==> src/rtl/arb_rr_lock.sv <==
// Packet-locking arbiter: fixed-priority or round-robin pick among NPORT requesters, grant held until tail or abort.
// Latency: one cycle from an arbitration cycle to the registered grant; back-to-back packets need no bubble.
// Backpressure: advance=0 holds the current owner; a release happens only on advance with tail, or when the owner drops req.
module arb_rr_lock #(
  parameter int NPORT    = 5,
  parameter int PRIO_TOP = 3,
  parameter int IW       = $clog2(NPORT)
) (
  input  logic             clk,
  input  logic             rst_,
  input  logic [NPORT-1:0] req,
  input  logic [NPORT-1:0] tail,
  input  logic             advance,
  input  logic             mode,
  output logic [NPORT-1:0] grt,
  output logic             grt_valid,
  output logic [IW-1:0]    grt_idx
);

  localparam int            IW1  = IW + 1;
  localparam logic [IW-1:0] PTOP = IW'(PRIO_TOP);
  localparam logic [IW-1:0] LAST = IW'(NPORT - 1);
  localparam logic [IW:0]   NP   = IW1'(NPORT);

  typedef enum logic {IDLE, LOCKED} state_t;

  state_t           state, state_n;
  logic [IW-1:0]    ptr, ptr_n;
  logic [IW-1:0]    start;
  logic [IW-1:0]    win;
  logic [IW-1:0]    owner_inc;
  logic [IW-1:0]    idx_n;
  logic [IW:0]      cand;
  logic [NPORT-1:0] grt_n;
  logic             found;
  logic             rel;
  logic             arb;

  // The owner is the registered grant index; its successor is where round-robin resumes after a release.
  assign owner_inc = (grt_idx == LAST) ? '0 : grt_idx + IW'(1);

  // Release on completed tail transfer, or abort when the owner withdraws its request.
  assign rel = (state == LOCKED) && ((advance && tail[grt_idx]) || !req[grt_idx]);
  assign arb = (state == IDLE) || rel;

  assign grt_valid = |grt;

  // Search start: fixed top port, or the round-robin pointer (already advanced past a releasing owner).
  always_comb begin
    if (!mode)    start = PTOP;
    else if (rel) start = owner_inc;
    else          start = ptr;
  end

  // Wrapping search from start; the first requesting port wins.
  always_comb begin
    found = 1'b0;
    win   = '0;
    cand  = '0;
    for (int k = 0; k < NPORT; k++) begin
      cand = {1'b0, start} + IW1'(k);
      if (cand >= NP) cand = cand - NP;
      if (!found && req[cand[IW-1:0]]) begin
        found = 1'b1;
        win   = cand[IW-1:0];
      end
    end
  end

  // Next-state and next-grant: grant only changes in arbitration cycles, pointer only on release.
  always_comb begin
    state_n = state;
    ptr_n   = ptr;
    grt_n   = grt;
    idx_n   = grt_idx;
    if (rel) ptr_n = owner_inc;
    if (arb) begin
      grt_n = '0;
      if (found) begin
        state_n    = LOCKED;
        grt_n[win] = 1'b1;
        idx_n      = win;
      end else begin
        state_n = IDLE;
        idx_n   = '0;
      end
    end
  end

  // State, pointer and grant registers with synchronous reset.
  always_ff @(posedge clk) begin
    if (rst_) begin
      state   <= IDLE;
      ptr     <= PTOP;
      grt     <= '0;
      grt_idx <= '0;
    end else begin
      state   <= state_n;
      ptr     <= ptr_n;
      grt     <= grt_n;
      grt_idx <= idx_n;
    end
  end

endmodule

==> config.mk <==
export PLATFORM = sky130hd
export DESIGN_NAME = arb_rr_lock
export DESIGN_NICKNAME = d
export VERILOG_FILES = /design/src/rtl/arb_rr_lock.sv
export SDC_FILE = /design/constraint.sdc
export NUM_CORES = 1
export LEC_CHECK = 0
export CAP_MARGIN = 20
export CORE_UTILIZATION = 45
export CTS_BUF_LIST = sky130_fd_sc_hd__clkbuf_8 sky130_fd_sc_hd__clkbuf_16
export DETAILED_ROUTE_END_ITERATION = 10
export PLACE_DENSITY = 0.66
export SETUP_SLACK_MARGIN = 0.5
export SYNTH_ARGS = -nofsm -noshare
export SYNTH_HDL_FRONTEND = slang
export SYNTH_SLANG_ARGS = --single-unit
==> constraint.sdc <==
create_clock -name clk -period 10 [get_ports clk]
set_input_delay 3 -clock clk [delete_from_list [all_inputs] [get_ports clk]]
set_output_delay 3 -clock clk [all_outputs]
set_load 0.05 [all_outputs]
**Word level (Yosys, flattened, before mapping)**

Cells that the tools add are included.

- Bits in registers: 12
- Input port bits: 14
- Output and inout port bits: 9
- Word-level logic and storage cells: 81

- Add/subtract/negate cells: 10
- $lt $le $gt $ge: 13
- Equal/unequal tests: 1
- Multiplexer cells: 37
- Bitwise logic cells: 1
- Reductions and logical operators: 15

Operators with widths:

| operator | count |
|---|---|
| $mux W3 | 14 |
| $lt A3 B4 Y1 const B | 7 |
| $bmux W1 S3 | 7 |
| $ge A4 B3 Y1 const B | 4 |
| $sub A3 B3 Y3 const B | 5 |
| $mux W1 | 14 |
| $add A3 B2 Y4 const B | 2 |
| $logic_and A1 B1 Y1 | 7 |
| $logic_not A1 Y1 | 5 |
| $mux W5 | 1 |
| $reduce_or A5 Y1 | 1 |
| $add A3 B1 Y4 const B | 1 |
| $add A3 B3 Y4 const B | 1 |
| $add A3 B1 Y3 const B | 1 |
| $demux W1 S3 | 1 |
| $eq A3 B3 Y1 const B | 1 |
| $ge A3 B1 Y1 const B | 1 |
| $ge A3 B3 Y1 const B | 1 |
| $logic_or A1 B1 Y1 | 2 |
| $not A1 Y1 | 1 |

**Depth between registers and ports, before layout**

- Depth in word-level cells: 29
- Mapped depth: 21
- Depth with buffers taken out: 19

**Worst setup path before layout**

OpenSTA, ideal clock, no wires.

- Path type: input -> register
- Start point: in req[4]
- End point: reg grt[4]
- Setup time: 0.068 ns
- Arrival: 7.681 ns
- Data required time: 9.932 ns
- Path slack: 2.251 ns
- Cell stages on the path: 19
- Buffers on the path: 1
- Cells stage by stage: or3b_1 o21a_1 o31ai_4 mux2_4 buf_6 inv_4 ha_1 fa_1 a21boi_0 nand2_1 a311oi_1 a311o_1 mux2i_1 or3_1 a21boi_2 nand4_2 o221a_1 or4_4 a21oi_2

- Word-level cells in the longest chain between the ends: 29
- Elaborated cells between the ends (all ways): 61
- Classes of those cells: add/sub (9); order compare (7); mux (32); reduce/logical (13)

RTL lines:

| item | line | text |
|---|---|---|
| from (decl) | 11 | `input logic [NPORT-1:0] req,` |
| parallel branches: the longest is 29 deep, another holds $add A3 B1 Y4 | - |  |
| to (signal assigned) | 100 | `grt <= grt_n;` |
| to (decl) | 15 | `output logic [NPORT-1:0] grt,` |

Several ways; the timed one is not identified. The select of a mux whose other input is x is not followed.
A chain may end at the register's enable or synchronous reset.

**Worst setup path in the final report**

- Start point: in req[4]
- End point: reg grt[2]

The elaborated chain is that of the path after synthesis.

==> impl_metrics.json <==
{
  "cap_violations": 0,
  "max_freq_mhz": 114,
  "hpwlAfterDp_mm": 4.76,
  "slew_headroom": 0.359,
  "first_global_vias": 2104,
  "start_util": 0.465,
  "async_flop_share": 0,
  "ys_ff_latch": 12,
  "io_pins": 23,
  "drt_iter0_markers": 191,
  "grt_start_max_net_pins": 20,
  "htreeDepth": 1,
  "setup_tns_ps": 0,
  "crit_fanout": 10,
  "yosysWarnings": 0,
  "grt_pass1_wl_mm": 10.5,
  "cts_resized": 0,
  "power_density_nw_per_um2": 325,
  "crit_arrival_ps": 8890,
  "die_w_um": 71.9,
  "crit_type": "primary input to flop",
  "ir_worst_vdd_uv": 171,
  "clockBufferDepth": 2,
  "tightest_slew_ps": 953,
  "synth-edff-count": 0,
  "wirelength_mm": 6.36,
  "clock_sinks": 12,
  "via_per_inst": 6.33,
  "cp-end-kind": "flop",
  "grt_util_all_layers": 0.259,
  "crit_path_start_kind": "primary input",
  "die_h_um": 71.9,
  "drc_errors": 0,
  "final_nets": 324,
  "antenna_found_initial": 0,
  "dieArea_um2": 5170,
  "num_antenna_cells": 0,
  "pwr-share-comb": 0.830,
  "syn_inst": 286,
  "gp_congestion": 0.877,
  "cts_buffers": 3,
  "netlist-cell-type-count": 73,
  "timing.final.hold_violations": 0,
  "required_ps": 10140,
  "clockPowerShare": 0.068,
  "cts_root_buf": "clkbuf_8",
  "cts_hold_buf": 0,
  "p_sw_frac": 0.528,
  "cts_tree": "done",
  "rsz0062_at_grt": "no",
  "skew_ps": 0.913,
  "p_total_mw": 0.811,
  "leakage_nw": 1.02,
  "ant_nets": 0,
  "outcome": "complete, no violations",
  "synth-main-ff-cell": "dfxtp_1",
  "power_frac_seq": 0.102,
  "clk_latency_ps": 240,
  "fillers": 464,
  "period_share": 0.875,
  "setup_viol_count_final": 0,
  "synth-seq-area-share": 0.109,
  "syn-cell-area_um2": 2200,
  "vias": 2311,
  "p_int_mw": 0.383,
  "avgSynthCellArea_um2": 7.68,
  "synthToLayoutAreaGrowth_pct": 13.7,
  "port_buffers": 22,
  "post-cts-setup-buffers": 0,
  "slew_viol_final": 0,
  "grt_overflow_total": 0,
  "hold_path_class": "flop to flop",
  "rows": 25,
  "fp.coreArea_um2": 4720,
  "path_clk_slew_ps": 60,
  "syn_nets": 311,
  "routedWlPerCell_um": 17.4,
  "p_switching_mw": 0.428,
  "drive_above_1_share": 0.114,
  "period_needed_ps": 8750,
  "first_pass_iters": 5
}
[cell usage after synthesis, drive strengths merged, types with 5 or more instances]
cell	count	area (um2)
mux2i	20	204
inv	12	47.6
and2	7	43.8
buf	6	40.0
o211ai	7	52.6
nand2	32	120
a31oi	5	31.3
dfxtp	12	240
mux2	8	93.8
nor2	16	60.1
a21oi	21	113
clkbuf	11	41.3
nand3	5	25.0
nor3	8	40.0
o21ai	9	48.8
nand2b	9	56.3
ha	10	125
[flip-flops by register name, indices dropped and copies added (netlist names)]
signal and cells:
grt 5, grt_idx 3, state 1, ptr 3
[metrics by stage]
step | hold WS, ps | setup WS (ps) | util | instance area (um2) | instances
2_1_floorplan | 448 | 2250 | - | 2200 | 286
3_3_place_gp | 484 | 1090 | 0.517 | 2440 | 361
3_5_place_dp | 492 | 1030 | 0.517 | 2440 | 361
4_1_cts | 501 | 1270 | 0.529 | 2500 | 365
5_1_grt | 524 | 794 | 0.529 | 2500 | 365
6_report | 495 | 1250 | 0.529 | 2500 | 365
[layout by cell type, fill, tap and decap left out, drive strengths merged, types with 7 or more instances in the layout]
cell	instances
a21oi	21
and2	7
clkdlybuf4s50	22
dfxtp	12
ha	10
inv	12
mux2	8
mux2i	20
nand2	32
nand2b	9
nor2	16
nor3	8
o211ai	7
o21ai	9
[power by group through the flow]
stage                     combinational, mW  clock, mW  sequential [mW]
after global routing                  0.735     0.0580           0.0848
after CTS                             0.666     0.0563           0.0820
after detailed placement              0.662          0           0.0832
final                                 0.673     0.0553           0.0826
after global placement                0.659          0           0.0830
after floorplan                       0.511          0           0.0972
[layer usage]
metal	wire length [um]	GRT usage	up-vias
li1	-	-	1113
met1	3010	0.376	1098
met2	2910	0.404	90
met3	389	0.0492	10
met4	50	0.0414	0
met5	0	0	-
[area by class of cell]
class | instances | area [um2] | area share
multi-input combinational | 245 | 1830 | 0.732
tap | 67 | 83.8 | 0.0336
timing repair buffer | 25 | 243 | 0.0972
inverter | 12 | 47.5 | 0.0190
clock buffer | 4 | 55.1 | 0.0220
sequential | 12 | 240 | 0.0962
[critical path, stage by stage]
cell and delay (ps):
clkdlybuf4s50_1 650, or3b_1 420, o21a_1 230, o31ai_4 530, mux2_2 460, inv_1 240, ha_1 350, ha_1 390
a21oi_1 320, nand2_1 110, mux2i_1 120, mux2i_1 370, mux4_2 390, mux2i_2 300, nor3b_1 310, nor2b_1 330
a2111oi_2 100, a22o_1 250
[cell families (layout without fill, tap and decap cells)]
logic type	count (synthesis)	count (layout)	synth area share
AO/OA/AOI/OAI	94	94	0.333
XOR/XNOR	4	4	0.0245
adder cells (fa/ha/maj)	11	11	0.0661
buffers and inverters	29	41	0.0587
flip-flops	12	12	0.109
multiplexers	30	30	0.156
AND/OR/NAND/NOR	106	106	0.252
[path summary, 6_finish.rpt]
path	to	startpoint	cells past startpoint	slack, ps
setup reg to reg	grt[2]	grt_idx[0]	17	4200
hold reg to reg	ptr[1]	ptr[1]	2	490
hold / removal	ptr[1]	ptr[1]	2	490
setup / recovery	grt[2]	req[4]	18	1250
Note: power is estimated with default switching activity, not from simulation.
